### config.mk
export PLATFORM = sky130hd
export DESIGN_NAME = layer3_argmax_flat
export DESIGN_NICKNAME = d
export VERILOG_FILES = /design/src/rtl/nn_pkg.sv /design/src/rtl/layer3_argmax_if.sv /design/src/rtl/fp32_relu_key.sv /design/src/rtl/layer3_argmax.sv /design/src/flat_wrapper.sv
export SDC_FILE = /design/constraint.sdc
export NUM_CORES = 1
export LEC_CHECK = 0
export ABC_CLOCK_PERIOD_IN_PS = 6650
export BUFFER_PORTS_ARGS = -buffer_cell sky130_fd_sc_hd__buf_4
export CAP_MARGIN = 40
export CORE_UTILIZATION = 50
export CTS_CLUSTER_DIAMETER = 30
export DETAILED_ROUTE_END_ITERATION = 10
export MAX_ROUTING_LAYER = met4
export PLACE_DENSITY = 0.71
export SLEW_MARGIN = 20
export SYNTH_ARGS = -nofsm -noshare
export SYNTH_HDL_FRONTEND = slang
export SYNTH_SLANG_ARGS = --single-unit
### constraint.sdc
create_clock -name clk -period 6.65 [get_ports clk]
set_input_delay 0.665 -clock clk [delete_from_list [all_inputs] [get_ports clk]]
set_output_delay 0.665 -clock clk [all_outputs]
set_load 0.01 [all_outputs]
### src/rtl/nn_pkg.sv
// nn_pkg: shared fp32 field layout and layer-3 arg-max state encoding
package nn_pkg;
    localparam int FP32_W = 32;
    localparam int SIGN_BIT = 31;
    localparam int EXP_MSB = 30;
    localparam int EXP_LSB = 23;
    localparam int MANT_W = 23;
    localparam logic [EXP_MSB-EXP_LSB:0] FP32_EXP_ALL1 = 8'hFF;
    typedef enum logic {ACCUM, HOLD} argmax_state_t;
endpackage

### src/rtl/layer3_argmax_if.sv
// layer3_argmax_if: node-output stream in, one class/score result beat out
//   slave  (arg-max block): takes in_valid/in_data/in_last/out_ready, drives the rest
//   master (producer/consumer side): the mirror image
interface layer3_argmax_if #(parameter int IDX_W = 4);
    import nn_pkg::*;
    logic in_valid;
    logic in_ready;
    logic [FP32_W-1:0] in_data;
    logic in_last;
    logic out_valid;
    logic out_ready;
    logic [IDX_W-1:0] out_class;
    logic [FP32_W-1:0] out_score;
    logic out_err;
    modport slave (
        input in_valid, in_data, in_last, out_ready,
        output in_ready, out_valid, out_class, out_score, out_err
    );
    modport master (
        output in_valid, in_data, in_last, out_ready,
        input in_ready, out_valid, out_class, out_score, out_err
    );
endinterface

### src/rtl/fp32_relu_key.sv
// fp32_relu_key: fp32 -> 31-bit unsigned sortable key, negatives and NaN clamp to 0
//   d   in  fp32 value
//   key out magnitude bits, comparable as unsigned for non-negative fp32
module fp32_relu_key
    import nn_pkg::*;
(
    input  logic [FP32_W-1:0] d,
    output logic [EXP_MSB:0]  key
);
    logic nan;
    always_comb begin
        nan = d[EXP_MSB:EXP_LSB] == FP32_EXP_ALL1 && d[MANT_W-1:0] != '0;
        key = (d[SIGN_BIT] || nan) ? '0 : d[EXP_MSB:0];
    end
endmodule

### src/rtl/layer3_argmax.sv
// layer3_argmax: streaming arg-max over one frame of layer-3 node outputs
//   clk  rising-edge clock
//   rst  asynchronous active-high reset
//   bus  slave side of layer3_argmax_if (input stream + result beat)
module layer3_argmax
    import nn_pkg::*;
#(
    parameter int N_CLASSES = 10,
    parameter int IDX_W = 4
) (
    input logic clk,
    input logic rst,
    layer3_argmax_if.slave bus
);
    argmax_state_t state, state_nxt;
    logic [IDX_W-1:0] count, best_idx, fin_idx;
    logic [EXP_MSB:0] key, best_key, fin_key;
    logic acc, last_cnt, frame_end, take;

    fp32_relu_key u_key (.d(bus.in_data), .key(key));

    assign bus.in_ready = state == ACCUM;
    assign bus.out_valid = state == HOLD;

    // fin_* already include the current beat so frame end can register them directly
    always_comb begin
        acc = bus.in_valid && bus.in_ready;
        last_cnt = count == IDX_W'(N_CLASSES - 1);
        frame_end = acc && (bus.in_last || last_cnt);
        take = count == '0 || key > best_key;
        fin_key = take ? key : best_key;
        fin_idx = take ? count : best_idx;
        state_nxt = frame_end ? HOLD : (state == HOLD && bus.out_ready) ? ACCUM : state;
    end

    always_ff @(posedge clk or posedge rst)
        if (rst) state <= ACCUM;
        else state <= state_nxt;

    always_ff @(posedge clk or posedge rst) begin
        if (rst) begin
            count <= '0;
            best_key <= '0;
            best_idx <= '0;
            bus.out_class <= '0;
            bus.out_score <= '0;
            bus.out_err <= 1'b0;
        end else if (acc) begin
            count <= frame_end ? '0 : count + 1'b1;
            best_key <= fin_key;
            best_idx <= fin_idx;
            if (frame_end) begin
                bus.out_class <= fin_idx;
                bus.out_score <= {1'b0, fin_key};
                bus.out_err <= bus.in_last != last_cnt;
            end
        end else if (state == HOLD && bus.out_ready) begin
            best_key <= '0;
            best_idx <= '0;
        end
    end
endmodule

### src/flat_wrapper.sv
// flat-port wrapper written by rule: the top's interface ports become plain ports
module layer3_argmax_flat import nn_pkg::*;
#(
    parameter int N_CLASSES = 10,
    parameter int IDX_W = 4
)
  (clk, rst, bus_in_valid, bus_in_data, bus_in_last, bus_out_ready, bus_in_ready, bus_out_valid, bus_out_class, bus_out_score, bus_out_err);
  layer3_argmax_if #(.IDX_W(IDX_W)) bus_i ();
  input logic clk;
  input logic rst;
  input wire logic [$bits(bus_i.in_valid)-1:0] bus_in_valid;
  input wire logic [$bits(bus_i.in_data)-1:0] bus_in_data;
  input wire logic [$bits(bus_i.in_last)-1:0] bus_in_last;
  input wire logic [$bits(bus_i.out_ready)-1:0] bus_out_ready;
  output wire logic [$bits(bus_i.in_ready)-1:0] bus_in_ready;
  output wire logic [$bits(bus_i.out_valid)-1:0] bus_out_valid;
  output wire logic [$bits(bus_i.out_class)-1:0] bus_out_class;
  output wire logic [$bits(bus_i.out_score)-1:0] bus_out_score;
  output wire logic [$bits(bus_i.out_err)-1:0] bus_out_err;
  assign bus_i.in_valid = bus_in_valid;
  assign bus_i.in_data = bus_in_data;
  assign bus_i.in_last = bus_in_last;
  assign bus_i.out_ready = bus_out_ready;
  assign bus_in_ready = bus_i.in_ready;
  assign bus_out_valid = bus_i.out_valid;
  assign bus_out_class = bus_i.out_class;
  assign bus_out_score = bus_i.out_score;
  assign bus_out_err = bus_i.out_err;
  layer3_argmax #(.N_CLASSES(N_CLASSES), .IDX_W(IDX_W)) u_core (.clk(clk), .rst(rst), .bus(bus_i));
endmodule
# == Word level (Yosys, flattened, before mapping) ==
# Cells that the tools add are included.
# totals
reg_bits,76
out_inout_bits,39
elab_cells,35
# op_classes
n_addsub,1
magnitude_cmp,1
n_eq_ne,3
n_mux,10
n_bitwise,1
n_reduce_logical,12
# ops
operator,count
$mux W31,4
$gt A31 B31 Y1,1
$reduce_bool A23 Y1,1
$mux W4,4
$eq A8 B8 Y1 const B,1
$add A4 B1 Y4 const B,1
$eq A4 B4 Y1 const B,1
$logic_and A1 B1 Y1,4
$logic_not A4 Y1,1
$reduce_bool A2 Y1,2
$logic_or A1 B1 Y1,3
$mux W1,2
$reduce_and A2 Y1,1
$ne A1 B1 Y1,1
$not A1 Y1,1

# == Longest topological paths before layout ==
# Gate-level depths: netlist of the first run.
# depth
word_depth,8
mapped_depth,17
mapped_depth_nobuf,14

# == By module ==
# A second synthesis of the first run with hierarchy kept.
# unflattened
hier_cells,497
area_unflattened_um2,4804.6
# modules_own_cells
module,instances,cells_each,area_per_inst_um2,seq_area_each_um2
layer3_argmax,1,445,4377.9,1901.8
fp32_relu_key,1,52,426.7,0.0

# == Worst setup path after synthesis of the first run ==
# OpenSTA, ideal clock, no wires.
# synth_path
path_kind,input port to flip-flop
start,input port bus_in_data[11]
end,register u_core.best_idx[0]
setup_ns,0.079
t_arrival_ns,3.571
required_ns,6.571
path_slack_ns,3.000
stages,17
cell_sequence,nor4_1 -> and4_1 -> nand3_1 -> a21oi_1 -> buf_6 -> nand2_1 -> inv_1 -> ha_1 -> a21o_1 -> a21o_1 -> a221oi_2 -> a22oi_1 -> or2_4 -> o21ai_2 -> buf_6 -> buf_12 -> mux2i_1
# synth_between
elab_chain_cells,8
# synth_lines
element,line,text
start: declaration,flat_wrapper.sv:12,input wire logic [$bits(bus_i.in_data)-1:0] bus_in_data;
$reduce_bool A23 Y1,fp32_relu_key.sv:12,nan = d[EXP_MSB:EXP_LSB] == FP32_EXP_ALL1 && d[MANT_W-1:0] != '0;
$logic_and A1 B1 Y1,fp32_relu_key.sv:12,
$logic_or A1 B1 Y1,fp32_relu_key.sv:13,key = (d[SIGN_BIT] || nan) ? '0 : d[EXP_MSB:0];
$mux W31 *,fp32_relu_key.sv:13,
$gt A31 B31 Y1 *,layer3_argmax.sv:30,take = count == '0 || key > best_key;
$logic_or A1 B1 Y1 *,layer3_argmax.sv:30,
$mux W4 *,layer3_argmax.sv:32,fin_idx = take ? count : best_idx;
$mux W4 *,layer3_argmax.sv:48,end else if (acc) begin
end signal: assignment,layer3_argmax.sv:51,best_idx <= fin_idx;
end: declaration,layer3_argmax.sv:16,"logic [IDX_W-1:0] count, best_idx, fin_idx;"
# Mark *: on every way between the ends. The rest lies on a longest branch, timed or not.
# A chain may end at the register's enable or synchronous reset.

# == Final worst setup path of the first run ==
# layout_path
start,input port bus_in_data[17]
end,register u_core.best_key[2]
# layout_between
elab_chain_cells,8
# layout_lines
element,line,text
$reduce_bool A23 Y1,fp32_relu_key.sv:12,
$logic_and A1 B1 Y1,fp32_relu_key.sv:12,
$logic_or A1 B1 Y1,fp32_relu_key.sv:13,
$mux W31 *,fp32_relu_key.sv:13,
$gt A31 B31 Y1,layer3_argmax.sv:30,
$logic_or A1 B1 Y1,layer3_argmax.sv:30,
$mux W31 *,layer3_argmax.sv:31,fin_key = take ? key : best_key;
$mux W31 *,layer3_argmax.sv:48,
end signal: assignment,layer3_argmax.sv:50,best_key <= fin_key;
end: declaration,layer3_argmax.sv:17,"logic [EXP_MSB:0] key, best_key, fin_key;"
# Marked as above.

==> flow_summary.toml, run 1 <==
[logic_synthesis]
synth_fp_nets = 545
synth.most_common_cell = "nand2_1"
synth-simple-area-share = 0.131
synth_compound_area_frac = 0.158
synth_top_family_by_area = "compound AO/OA/AOI/OAI gates"
synth_fa_ha_area_frac = 0.0993
synthArstFlopShare = 1.00
synthDistinctLibCells = 40
seq_area_frac_synth = 0.431
yosysTopAreaCell = "dfrtp_1"
yosys.area.top_type_share = 0.431
synth_area_um2 = 4410
synth_area_per_cell_um2 = 9.32
ys_top_cells_by_count = "80 x nand2_1, 76 x dfrtp_1, 68 x inv_1"
synth-xor-area-share = 0
ys_ff_latch = 76
synthCells = 473
yosysWarnings = 0
synth_top_flop_cell = "dfrtp_1"
synthMuxAreaShare = 0.0772
synth_edf_count = 0
synthTopCellsByArea = "dfrtp_1 43%, ha_1 9.9%, mux2i_1 7.7%"

[timing]
fin_hold_ws_ns = 0.430
finalWorstSetupSlack_ns = 1.72
report.final.slew_viol_count = 0
fin_skew_ns = 0.00884
fmax_mhz = 203
finalHoldViolCount = 0
final.period_utilization = 0.741
worst_slew_pin_slew_ns = 0.827
fin_crit_ns = 4.93
max_slew_margin = 0.446
rsz0062_at_grt = "false"
setup_tns_ns = 0
finalSetupViolCount = 0

[global_route]
grt_overflow_total = 0
grt_first_pass_wirelength_mm = 17.7
grt_pass1_vias = 3587
antenna_found_initial = 0
grt_usage = 0.264
grt_max_degree = 40

[critical_path]
rr_worst_depth = 10
path_max_fanout = 23
cp.arrival_ns = 5.18
critPathTopFamily = "simple AND/OR/NAND/NOR gates"
criticalPathCategory = "primary input to flip-flop"
worst-path-buf-inv = 4
rrSetupSlack_ns = 3.33
r2r_end = "u_core.best_key[2]"
max_stage_delay_ns = 0.57
endpoint_kind = "flip-flop"
crit_chain = "buf_4, nor4_1, and4_1, nand3_1, a21oi_2, buf_4, nand2_1, inv_1, ha_1, nand4_1, nor4_1, nand2b_1, a21oi_1, or2_4, o21ai_4, buf_4, mux2i_1"
critPathMostFrequentCell = "buf_4"
cp-start-kind = "primary input"
slowest_stage = "o21ai_4"
worstPathRequired_ns = 6.90
reg2reg_from = "u_core.best_key[13]"

[route]
drt-total-wl_mm = 10.8
ant_nets = 0
firstDrtPassIters = 5
wire_per_inst_um = 16.6
drc_errors = 0
drt_iter0_drc = 221
vias_per_cell = 5.79
vias = 3778

[die]
fp.dieH_um = 95.9
dieArea_um2 = 9200
initial_core_util = 0.526
io_pins = 76
coreArea_um2 = 8380
num_rows = 33
die_x_um = 95.9

[cells_and_area]
finish.utilization = 0.619
drive_above_1_share = 0.196
nets = 614
diodes = 0
area_growth_pct = 17.7

[clock_network]
clk_latency_ns = 0.35
cts_buffer_depth = 2
clk_pin_slew_ns = 0.08
cts_resized = 0
cts_buffers = 9
cts-root-buf = "clkbuf_8"
ctsHoldBuffers = 0
cts_setup_buffers = 0
cts_tree = "built"
clkSinkCount = 76
h-tree-depth = 3

[power_and_ir_drop]
clkPwrFrac = 0.177
p_switching_mw = 0.797
swShare = 0.399
internal_power_mw = 1.20
fin_total_pwr_mw = 2.00
power.density_nw_per_um2 = 385
vdd_drop_max_mv = 0.175
power_frac_comb = 0.435
p_seq_frac = 0.388
leakage_nw = 2.77

[place]
post-place-ws_ns = 1.45
placement.io_buffers = 74
gp_congestion = 0.861
dp_hpwl_mm = 7.53

[run]
maxCapViolations = 0

[hold_path]
hold_path.class = "primary input to async pin"

[status]
status = "completed"
==> area by class of cell <==
cell class / count / area, µm²
clock inverters: 4 / 48.8
clock buffers: 12 / 145
multi-input cells: 305 / 2080
fillers: 717 / 3190
repair buffers: 82 / 628
flip-flops and latches: 76 / 1900
inverters: 68 / 255
well taps: 105 / 131
==> worst reg2reg max path: stages, from the launching register on <==
cell and delay, ns:
dfrtp_1 0.38, inv_1 0.05, ha_1 0.31, nand4_1 0.16, nor4_1 0.45, nand2b_1 0.19
a21oi_1 0.07, or2_4 0.30, o21ai_4 0.57, buf_4 0.49, mux2i_1 0.27
==> per-stage QoR <==
stage	instances	instance area (µm²)
2_1_floorplan	473	4410
3_3_place_gp	635	4970
3_5_place_dp	636	5000
4_1_cts	652	5190
5_1_grt	652	5190
6_report	652	5190
==> cell usage in the layout (no fill, tap or decap), types with 2 or more instances in the layout <==
cell,count
o21ai_4,2
a21o_1,3
o21ai_0,40
nor2_2,2
inv_1,67
a32oi_1,31
nor4_1,6
o21ai_1,3
nand4_1,9
nand2_1,80
a22oi_1,2
nand3_1,11
ha_1,35
clkbuf_1,2
nand2b_1,2
a21oi_1,15
clkbuf_8,10
o31ai_1,3
buf_4,81
dfrtp_1,76
nor2_1,9
a31oi_1,2
clkinv_2,2
nor3_1,3
mux2i_1,34
==> metal layers <==
| metal | share of wire | GRT usage | vias up |
|---|---|---|---|
| li1 | - | - | 1781 |
| met1 | 0.45 | 0.354 | 1834 |
| met2 | 0.48 | 0.414 | 145 |
| met3 | 0.057 | 0.0332 | 18 |
| met4 | 0.017 | 0.0970 | 0 |
| met5 | 0 | - | - |
==> logic make-up after synthesis <==
| group | Yosys count |
|---|---|
| and+or+nand+nor | 129 |
| AOI/OAI and AO/OA | 106 |
| buffers and inverters | 92 |
| DFF | 76 |
| adders and majority gates | 35 |
| muxes | 34 |
| other | 1 |
==> flip-flops by register name, indices dropped and copies added (netlist names) <==
register / count
u_core.bus.out_class: 4
u_core.bus.out_valid: 1
u_core.best_idx: 4
u_core.best_key: 31
u_core.bus.out_score: 31
u_core.count: 4
u_core.bus.out_err: 1
==> power groups by stage <==
stage / combinational, mW / sequential, mW / clock (mW)
CTS: 0.877 / 0.771 / 0.362
global route: 0.977 / 0.799 / 0.383
detailed placement: 0.874 / 0.778 / 0
floorplan: 0.551 / 0.789 / 0
global placement: 0.844 / 0.773 / 0
finish: 0.868 / 0.774 / 0.354
==> worst max-delay path by stage <==
| stage | from | to | slack (ns) | cells past startpoint |
|---|---|---|---|---|
| 2_1_floorplan | bus_in_data[11] | u_core.best_idx[0] | 3.00 | 17 |
| 3_3_place_gp | bus_in_data[11] | u_core.best_key[18] | 1.47 | 17 |
| 3_5_place_dp | bus_in_data[11] | u_core.best_key[4] | 1.45 | 17 |
| 4_1_cts | bus_in_data[11] | u_core.best_key[4] | 1.78 | 17 |
| 5_1_grt | bus_in_data[11] | u_core.best_key[4] | 1.41 | 16 |
| 6_report | bus_in_data[17] | u_core.best_key[2] | 1.72 | 17 |
(Power assumes the default switching activity.)
==> run 2: changes to the inputs <==
--- a/config.mk
+++ b/config.mk
@@ -5,14 +5,14 @@
 export SDC_FILE = /design/constraint.sdc
 export NUM_CORES = 1
 export LEC_CHECK = 0
-export ABC_CLOCK_PERIOD_IN_PS = 6650
+export ABC_CLOCK_PERIOD_IN_PS = 4400
 export BUFFER_PORTS_ARGS = -buffer_cell sky130_fd_sc_hd__buf_4
 export CAP_MARGIN = 40
 export CORE_UTILIZATION = 50
 export CTS_CLUSTER_DIAMETER = 30
 export DETAILED_ROUTE_END_ITERATION = 10
 export MAX_ROUTING_LAYER = met4
-export PLACE_DENSITY = 0.71
+export PLACE_DENSITY = 0.74
 export SLEW_MARGIN = 20
 export SYNTH_ARGS = -nofsm -noshare
 export SYNTH_HDL_FRONTEND = slang
==> constraint.sdc (replaced) <==
create_clock -name clk -period 4.4 [get_ports clk]
set_input_delay 0.44 -clock clk [delete_from_list [all_inputs] [get_ports clk]]
set_output_delay 0.44 -clock clk [all_outputs]
set_load 0.01 [all_outputs]
==> run 2 against run 1 <==
Flip-flop and latch count unchanged. Utilization up 0.63 points. Global-route usage down 0.20 points. Power up 51%. Die area unchanged. Register-to-register slack worse by 1.6 ns. Clock power up 44%. Combinational power up 53%. Sequential power up 51%. First-iteration DRC count up 10%. Critical path type unchanged. Largest power group unchanged.
==> flow_summary.toml, run 2 (synthesis results as in run 1) <==
[route]
vias_per_cell = 5.65
firstDrtPassIters = 5
drc_errors = 0
vias = 3726
ant_nets = 0
wire_per_inst_um = 16.0
drt-total-wl_mm = 10.6
drt_iter0_drc = 244

[cells_and_area]
finish.utilization = 0.625
nets = 621
final_cell_mix = "87 x buf_4, 80 x nand2_1, 76 x dfrtp_1"
layout_commonest_cell = "buf_4"
top_regs = "u_core.best_key: 31 flops, u_core.bus.out_score: 31 flops"
postLayoutCellArea_um2 = 5240
diodes = 0
drive_above_1_share = 0.208
fin_cells = 659
nFillCells = 726
area_growth_pct = 18.9

[timing]
fin_crit_ns = 3.94
max_slew_margin = 0.582
fmax_mhz = 254
rsz0062_at_grt = "false"
finalHoldViolCount = 0
report.final.slew_viol_count = 0
finalSetupViolCount = 0
worst_slew_pin_slew_ns = 0.626
setup_tns_ns = 0
fin_skew_ns = 0.00710
final.period_utilization = 0.895

[die]
dieArea_um2 = 9200
fp.dieH_um = 95.9
die_x_um = 95.9
num_rows = 33
coreArea_um2 = 8380
io_pins = 76
initial_core_util = 0.526

[global_route]
grt_first_pass_wirelength_mm = 18.0
antenna_found_initial = 0
grt_max_degree = 39
grt_overflow_total = 0
grt_usage = 0.262
grt_pass1_vias = 3777

[critical_path]
path_max_fanout = 23
worstPathRequired_ns = 4.67
cp.arrival_ns = 4.21
startpoint = "bus_in_data[5]"
rrSetupSlack_ns = 1.70
rr_worst_depth = 10
cp-start-kind = "primary input"
reg2reg_from = "u_core.best_key[13]"
r2r_end = "u_core.best_key[2]"
endpoint_kind = "flip-flop"
criticalPathCategory = "primary input to flip-flop"

[place]
placed_cell_area_um2 = 5050
placement.io_buffers = 74
gp_congestion = 0.883
post-place-cells = 643
dp_hpwl_mm = 7.78

[clock_network]
cts_resized = 0
cts_buffers = 9
ctsHoldBuffers = 0
clk_pin_slew_ns = 0.08
cts_buffer_depth = 2
cts_setup_buffers = 0
clkSinkCount = 76
h-tree-depth = 3
cts-root-buf = "clkbuf_8"
cts_tree = "built"
clk_latency_ns = 0.35

[power_and_ir_drop]
p_seq_frac = 0.388
p_switching_mw = 1.20
clkPwrFrac = 0.169
power.density_nw_per_um2 = 575
leakage_nw = 2.80
internal_power_mw = 1.81
vdd_drop_max_mv = 0.240
power_frac_comb = 0.442
swShare = 0.399
fin_total_pwr_mw = 3.01

[run]
maxCapViolations = 0

[status]
status = "completed"

[hold_path]
hold_path.class = "primary input to async pin"
[run 2: critical path, cell delays in order]
cell and delay [ns]:
buf_4 0.12, nor4_1 0.41, buf_4 0.18, nand3_1 0.10, a21oi_2 0.40, buf_4 0.32
nand2_1 0.12, inv_1 0.07, ha_1 0.16, nand4_1 0.17, nor4_1 0.42, nand2b_1 0.17
a21oi_1 0.06, or2_4 0.29, o21ai_4 0.28, buf_12 0.25, mux2i_1 0.22
[run 2: stage by stage]
| step | hold WS [ns] | worst slack, ns |
|---|---|---|
| floorplan | 0.470 | 0.975 |
| global placement | 0.465 | 0.268 |
| detailed placement | 0.445 | 0.135 |
| CTS | 0.0660 | 0.491 |
| global route | 0.0822 | 0.198 |
| finish | 0.0493 | 0.463 |
[run 2: final cells by class]
cell class,instances,area (µm²),share of cell area
Multi-Input combinational cell,305,2070,0.395
Tap cell,105,131,0.0251
Clock buffer,13,169,0.0322
Inverter,68,255,0.0487
Clock inverter,3,20.0,0.00382
Sequential cell,76,1900,0.363
Timing Repair Buffer,89,693,0.132
[run 2: routing by layer]
metal,part of all wire,vias up,global-route usage
met4,0.019,0,0.104
met5,0,-,-
met1,0.46,1797,0.342
met2,0.47,126,0.418
met3,0.054,17,0.0324
li1,-,1786,-
[run 2: how the worst max path moves through the flow]
stage	slack, ns	depth (start not counted)	end
after CTS	0.49	17	u_core.best_key[10]
after global routing	0.20	17	u_core.best_key[7]
after floorplan	0.97	17	u_core.best_idx[0]
after global placement	0.27	17	u_core.best_key[18]
final	0.46	17	u_core.best_key[2]
after detailed placement	0.13	17	u_core.best_key[14]
[run 2: power groups by stage]
stage | clock (mW) | sequential (mW) | combinational (mW)
6_report | 0.510 | 1.17 | 1.33
5_1_grt | 0.546 | 1.20 | 1.50
4_1_cts | 0.516 | 1.17 | 1.34
3_5_place_dp | 0 | 1.18 | 1.33
3_3_place_gp | 0 | 1.17 | 1.28
2_1_floorplan | 0 | 1.19 | 0.832
